==> src/rtl/vga_timing_ctrl.sv <==
// vga_timing_ctrl: VGA pixel timebase running entirely in the clk domain.
// A clock-enable style pixel strobe (one step every CLK_DIV clocks) walks
// horizontal/vertical counters through active, front porch, sync and back
// porch, producing registered sync, active-video and pixel coordinates.
//
// Optional feature macro: VGA_FRAME_PULSE_EN
//   defined   -> frame_start pulses with pix_en at pixel (0,0) once per frame
//   undefined -> frame_start is tied low (port kept for a stable interface)
module vga_timing_ctrl #(
    parameter int unsigned CLK_DIV  = 4,
    parameter int unsigned H_ACTIVE = 640,
    parameter int unsigned H_FP     = 16,
    parameter int unsigned H_SYNC   = 96,
    parameter int unsigned H_BP     = 48,
    parameter int unsigned V_ACTIVE = 480,
    parameter int unsigned V_FP     = 10,
    parameter int unsigned V_SYNC   = 2,
    parameter int unsigned V_BP     = 33,
    parameter bit          SYNC_POL = 1'b0
) (
    input  logic       clk,
    input  logic       rst,
    input  logic       en,
    output logic       pix_en,
    output logic       hsync,
    output logic       vsync,
    output logic       active,
    output logic [9:0] x,
    output logic [9:0] y,
    output logic       frame_start
);

    localparam int unsigned H_TOTAL = H_ACTIVE + H_FP + H_SYNC + H_BP;
    localparam int unsigned V_TOTAL = V_ACTIVE + V_FP + V_SYNC + V_BP;
    localparam int unsigned DIV_W   = (CLK_DIV > 2) ? $clog2(CLK_DIV) : 1;
    localparam int unsigned H_W     = $clog2(H_TOTAL);
    localparam int unsigned V_W     = $clog2(V_TOTAL);
    localparam int unsigned XY_W    = 10;

    localparam logic [DIV_W-1:0] DIV_LAST = DIV_W'(CLK_DIV - 1);
    localparam logic [H_W-1:0]   H_LAST   = H_W'(H_TOTAL - 1);
    localparam logic [V_W-1:0]   V_LAST   = V_W'(V_TOTAL - 1);

    // Phase boundaries: first count value of each phase after ACTIVE.
    localparam logic [H_W-1:0] H_FP_START   = H_W'(H_ACTIVE);
    localparam logic [H_W-1:0] H_SYNC_START = H_W'(H_ACTIVE + H_FP);
    localparam logic [H_W-1:0] H_BP_START   = H_W'(H_ACTIVE + H_FP + H_SYNC);
    localparam logic [V_W-1:0] V_FP_START   = V_W'(V_ACTIVE);
    localparam logic [V_W-1:0] V_SYNC_START = V_W'(V_ACTIVE + V_FP);
    localparam logic [V_W-1:0] V_BP_START   = V_W'(V_ACTIVE + V_FP + V_SYNC);

    typedef enum logic [1:0] {
        PH_ACTIVE = 2'd0,
        PH_FRONT  = 2'd1,
        PH_SYNC   = 2'd2,
        PH_BACK   = 2'd3
    } phase_t;

    // Classify a horizontal count into its line phase.
    function automatic phase_t h_phase(input logic [H_W-1:0] h);
        phase_t ph;
        if (h < H_FP_START)        ph = PH_ACTIVE;
        else if (h < H_SYNC_START) ph = PH_FRONT;
        else if (h < H_BP_START)   ph = PH_SYNC;
        else                       ph = PH_BACK;
        return ph;
    endfunction

    // Classify a vertical count into its frame phase.
    function automatic phase_t v_phase(input logic [V_W-1:0] v);
        phase_t ph;
        if (v < V_FP_START)        ph = PH_ACTIVE;
        else if (v < V_SYNC_START) ph = PH_FRONT;
        else if (v < V_BP_START)   ph = PH_SYNC;
        else                       ph = PH_BACK;
        return ph;
    endfunction

    logic [DIV_W-1:0] div_cnt;
    logic [H_W-1:0]   h_cnt;
    logic [V_W-1:0]   v_cnt;

    logic             step_c;
    logic             h_wrap_c;
    logic [DIV_W-1:0] div_nxt_c;
    logic [H_W-1:0]   h_nxt_c;
    logic [V_W-1:0]   v_nxt_c;
    phase_t           h_ph_c;
    phase_t           v_ph_c;
    logic             active_nxt_c;

    // Step detection and next counter values; counters only move on a step.
    always_comb begin
        step_c       = 1'b0;
        h_wrap_c     = 1'b0;
        div_nxt_c    = div_cnt;
        h_nxt_c      = h_cnt;
        v_nxt_c      = v_cnt;

        if (en) begin
            if (div_cnt == DIV_LAST) begin
                step_c    = 1'b1;
                div_nxt_c = '0;
            end else begin
                div_nxt_c = div_cnt + DIV_W'(1);
            end
        end

        if (step_c) begin
            h_wrap_c = (h_cnt == H_LAST);
            h_nxt_c  = h_wrap_c ? '0 : (h_cnt + H_W'(1));
            if (h_wrap_c) begin
                v_nxt_c = (v_cnt == V_LAST) ? '0 : (v_cnt + V_W'(1));
            end
        end

        h_ph_c       = h_phase(h_nxt_c);
        v_ph_c       = v_phase(v_nxt_c);
        active_nxt_c = (h_ph_c == PH_ACTIVE) && (v_ph_c == PH_ACTIVE);
    end

    // Divider and raster counters; reset parks them one step before (0,0).
    always_ff @(posedge clk) begin
        if (rst) begin
            div_cnt <= '0;
            h_cnt   <= H_LAST;
            v_cnt   <= V_LAST;
        end else begin
            div_cnt <= div_nxt_c;
            h_cnt   <= h_nxt_c;
            v_cnt   <= v_nxt_c;
        end
    end

    // Registered timing outputs, refreshed on the step edge from the new counts.
    always_ff @(posedge clk) begin
        if (rst) begin
            pix_en <= 1'b0;
            hsync  <= ~SYNC_POL;
            vsync  <= ~SYNC_POL;
            active <= 1'b0;
            x      <= '0;
            y      <= '0;
        end else if (step_c) begin
            pix_en <= 1'b1;
            hsync  <= (h_ph_c == PH_SYNC) ? SYNC_POL : ~SYNC_POL;
            vsync  <= (v_ph_c == PH_SYNC) ? SYNC_POL : ~SYNC_POL;
            active <= active_nxt_c;
            x      <= active_nxt_c ? XY_W'(h_nxt_c) : '0;
            y      <= active_nxt_c ? XY_W'(v_nxt_c) : '0;
        end else begin
            pix_en <= 1'b0;
        end
    end

`ifdef VGA_FRAME_PULSE_EN
    // Frame marker: rides along with the pix_en cycle that presents (0,0).
    always_ff @(posedge clk) begin
        if (rst) begin
            frame_start <= 1'b0;
        end else begin
            frame_start <= step_c && (h_nxt_c == '0) && (v_nxt_c == '0);
        end
    end
`else
    assign frame_start = 1'b0;
`endif

endmodule
==> config.mk <==
export PLATFORM = sky130hd
export DESIGN_NAME = vga_timing_ctrl
export DESIGN_NICKNAME = d
export VERILOG_FILES = /design/src/rtl/vga_timing_ctrl.sv
export SDC_FILE = /design/constraint.sdc
export NUM_CORES = 1
export LEC_CHECK = 0
export BUFFER_PORTS_ARGS = -buffer_cell sky130_fd_sc_hd__buf_2
export CORE_UTILIZATION = 47
export DETAILED_ROUTE_END_ITERATION = 8
export GPL_ROUTABILITY_DRIVEN = 0
export PLACE_DENSITY = 0.78
export REMOVE_ABC_BUFFERS = 1
export SYNTH_ARGS = -nofsm -noshare
export SYNTH_HDL_FRONTEND = slang
export SYNTH_SLANG_ARGS = --single-unit
export TNS_END_PERCENT = 5
==> constraint.sdc <==
create_clock -name clk -period 3.1 [get_ports clk]
set_clock_uncertainty 0.05 [all_clocks]
set_input_delay 0.31 -clock clk [delete_from_list [all_inputs] [get_ports clk]]
set_output_delay 0.31 -clock clk [all_outputs]
set_load 0.02 [all_outputs]
==> summary.md <==
| Metric | Value |
|---|---|
| Status | `finished, final reports clean` |
| Overall Global Routing Usage | `21.0%` |
| Met1 Usage GRT | `28.4%` |
| Grt peak-use layer | `met2` |
| FMAX | `346 MHz` |
| Met2 Use GR | `32.1%` |
| Clock Latency Late Sink | `0.30 ns` |
| 1st-pass router iterations | `5` |
| Avg Vias per Cell | `5.82` |
| Startpoint Class | `flip-flop` |
| CTS tree | `yes` |
| Tcrit/Tclk final | `93.3%` |
| Critical path capture point type | `flip-flop` |
| Crit path kind | `flip-flop to flip-flop` |
| Slew Limit Fails | `0` |
| Netlist cell types | `54` |
| Synthesized flop and latch total | `46` |
| Number of sinks on the clock net | `46` |
| Total number of vias | `1967` |
| Quantity of I/O buffers inserted on ports | `26` |
| Post-placement cell count | `330` |
| Fin area | `0.00255 mm²` |
| R2R depth | `8` |
| Leak pwr | `1.06 nW` |
| Clock tree buffer depth | `2` |
| Antenna violations before repair | `0` |
| Routed Antenna Nets | `0` |
| Worst Max-Slew Pin Slew | `0.738 ns` |
| I/O pin cnt | `28` |
| VDD IR max | `0.220 mV` |
| R2R Path End | `x[3]$_SDFFE_PP0N_` |
| Initial core utilization | `50.4%` |
| Slew HR | `50.8%` |
| Yosys warning count | `0` |
| Detailed Route WL | `4960 µm` |
| Post_cts resized | `0` |
| Area post-placement | `0.00244 mm²` |
| Post-Place Worst Slack | `0.268 ns` |
| Nets | `292` |
| R2r setup slk | `0.21 ns` |
| Post-route setup TNS | `0 ns` |
| Num rows | `24` |
| GR Overflow Total | `0` |
| Mapped Area | `0.00227 mm²` |
| Synth Instances | `259` |
| Hold path endpoint | `v_cnt[1]$_SDFF_PP0_` |
| CP required | `3.27 ns` |
| Worst path buffer plus inverter count | `1` |
| Hold path depth | `2` |
| Syn avg cell area | `8.76 µm²` |
| Die ar. | `0.00511 mm²` |
| Area of the multi-input gates | `0.00124 mm²` |
| Top Family by Delay on Critical Path | `compound AO/OA/AOI/OAI gates` |
| Sequential Area | `921 µm²` |
| Fill count | `425` |
| Final setup violation count | `0` |
| EDFF count, synth | `0` |
| Final min period | `2.89 ns` |
| Pwr Density | `431 mW/mm²` |
| Worst Path Max Fanout | `12` |
| Total CTS buffers | `5` |
| CTS root buf | `clkbuf_8` |
| Number of global-route vias before repair | `1858` |
| Yosys top cell by area | `dfxtp_1` |
| Number of inserted diodes | `0` |
| Slowest CP cell | `or4_1` |
| Non-Filler Instances | `338` |
| Post-CTS Setup Inserts | `0` |
| RSZ-0062 raised after global routing | `no` |
| Area share of the leading cell type in the synthesized netlist | `40.6%` |
| RR Startpoint | `h_cnt[0]$_SDFF_PP1_` |
| Overall Power | `1.10 mW` |
| H-tree levels | `2` |
| Die Ht | `71.5 µm` |
| CP peak stage delay | `0.64 ns` |
| Global-route track usage on met3 | `4.50%` |
| Post-DR wirelength/cell | `14.7 µm` |
| Worst Min Path Start | `rst` |
| Share of layout cells above drive strength 1 | `23.1%` |
| Global-route wire length before repair | `8500 µm` |
| CTS clk-pin slew, worst paths | `0.08 ns` |
| Asr flop ratio synth | `0%` |
| Critical path arrival | `3.06 ns` |
| Hpwl dp | `3580 µm` |
| Area growth from synthesis to layout | `12.4%` |
| Largest cells by area after synthesis | `dfxtp_1 41%, nand2_1 6.1%, o21ai_2 3.5%` |
| CTS hold repair buffers | `0` |
| MaxCap Viol Count | `0` |
| Hold Crit Class | `input pin to flip-flop` |
| Largest net degree at the start of global routing | `24` |
| Setup ws final | `0.209 ns` |
| CP Cell Sequence | `ha_1 -> nand3_1 -> or4_1 -> o31a_1 -> o22ai_2 -> o211ai_2 -> buf_4 -> o31ai_1` |
| Placeable Area | `0.00450 mm²` |
| Hold Vio Cnt, Final | `0` |
| Die width | `71.5 µm` |
| Register area share after synthesis | `40.6%` |
| DRT iter0 DRCs | `129` |
| Residual DRC | `0` |
| Post-synth top flop | `dfxtp_1` |
sequential cells by signal (all words and copies together) (netlist names):
register,flops
h_cnt,10
active,1
pix_en,1
hsync,1
y,10
v_cnt,10
x,10
vsync,1
div_cnt,2
synth_stat cells (2+ instances only):
cell type / n
a211o_1: 4
a211oi_1: 4
a21o_1: 4
a21oi_1: 11
a31oi_1: 2
and2_1: 4
and3_1: 3
buf_2: 4
buf_6: 2
clkbuf_1: 7
dfxtp_1: 46
ha_1: 4
inv_1: 8
nand2_1: 37
nand2b_1: 4
nand3_1: 14
nand4_1: 3
nor2_1: 16
nor3_1: 7
nor3b_1: 2
nor4_1: 4
nor4_2: 3
o211ai_1: 3
o21a_1: 3
o21ai_0: 9
o21ai_2: 9
o22ai_2: 2
o31a_1: 2
o31ai_1: 2
o41ai_2: 2
or2_2: 2
or4_1: 3
xnor2_1: 5
xor2_1: 4
how the worst max path moves through the flow:
stage | startpoint | to | cells past startpoint
6_report | h_cnt[0]$_SDFF_PP1_ | x[3]$_SDFFE_PP0N_ | 8
3_3_place_gp | h_cnt[0]$_SDFF_PP1_ | x[3]$_SDFFE_PP0N_ | 8
5_1_grt | h_cnt[0]$_SDFF_PP1_ | x[3]$_SDFFE_PP0N_ | 8
4_1_cts | h_cnt[0]$_SDFF_PP1_ | x[3]$_SDFFE_PP0N_ | 8
3_5_place_dp | h_cnt[0]$_SDFF_PP1_ | x[3]$_SDFFE_PP0N_ | 8
2_1_floorplan | h_cnt[0]$_SDFF_PP1_ | y[6]$_SDFFE_PP0N_ | 7
placed cells by master, fill, tap and decap left out, types with 5 or more instances in the layout:
master,Yosys,routed
inv_1,8,8
dfxtp_1,46,46
clkbuf_8,0,8
nor3_1,7,7
xnor2_1,5,5
buf_2,4,26
nand3_1,14,14
nor2_1,16,16
o21ai_2,9,9
a21oi_1,11,11
o21ai_0,9,9
buf_4,1,7
nand2_1,37,37
metal layers:
layer,up-vias,part of all wire (%)
met3,14,4.9
met2,62,43
met1,902,49
met5,-,0
met4,0,2.5
li1,989,-
cells by family (layout without fill, tap and decap cells):
logic type	Yosys count	in the layout	share of synthesized area, %
AO/OA/AOI/OAI	64	64	21.6
XOR/XNOR	9	9	3.47
adder cells (fa/ha/maj)	4	4	2.21
buffers and inverters	22	49	4.69
flip-flops	46	46	40.6
multiplexers	1	1	0.441
other	1	1	0.165
AND/OR/NAND/NOR	112	112	26.9
power by group:
part	internal, mW	switching [mW]	total, mW
logic	0.0262	0.0467	0.0729
clock network	0.225	0.197	0.422
registers	0.596	0.00598	0.602
total	0.848	0.250	1.10
area by class of cell:
cell class,instances,area share (%)
repair buffers,33,7.16
clock buffers,8,4.32
flip-flops and latches,46,36.1
inverters,8,1.18
multi-input cells,191,48.7
well taps,52,2.55
through the flow:
stage / util, % / hold WS [ns]
global placement: 54.2 / 0.380
detailed placement: 54.2 / 0.387
global route: 56.6 / 0.379
finish: 56.6 / 0.367
floorplan: - / 0.329
CTS: 56.6 / 0.366
Note: power is estimated with default switching activity, not from simulation.
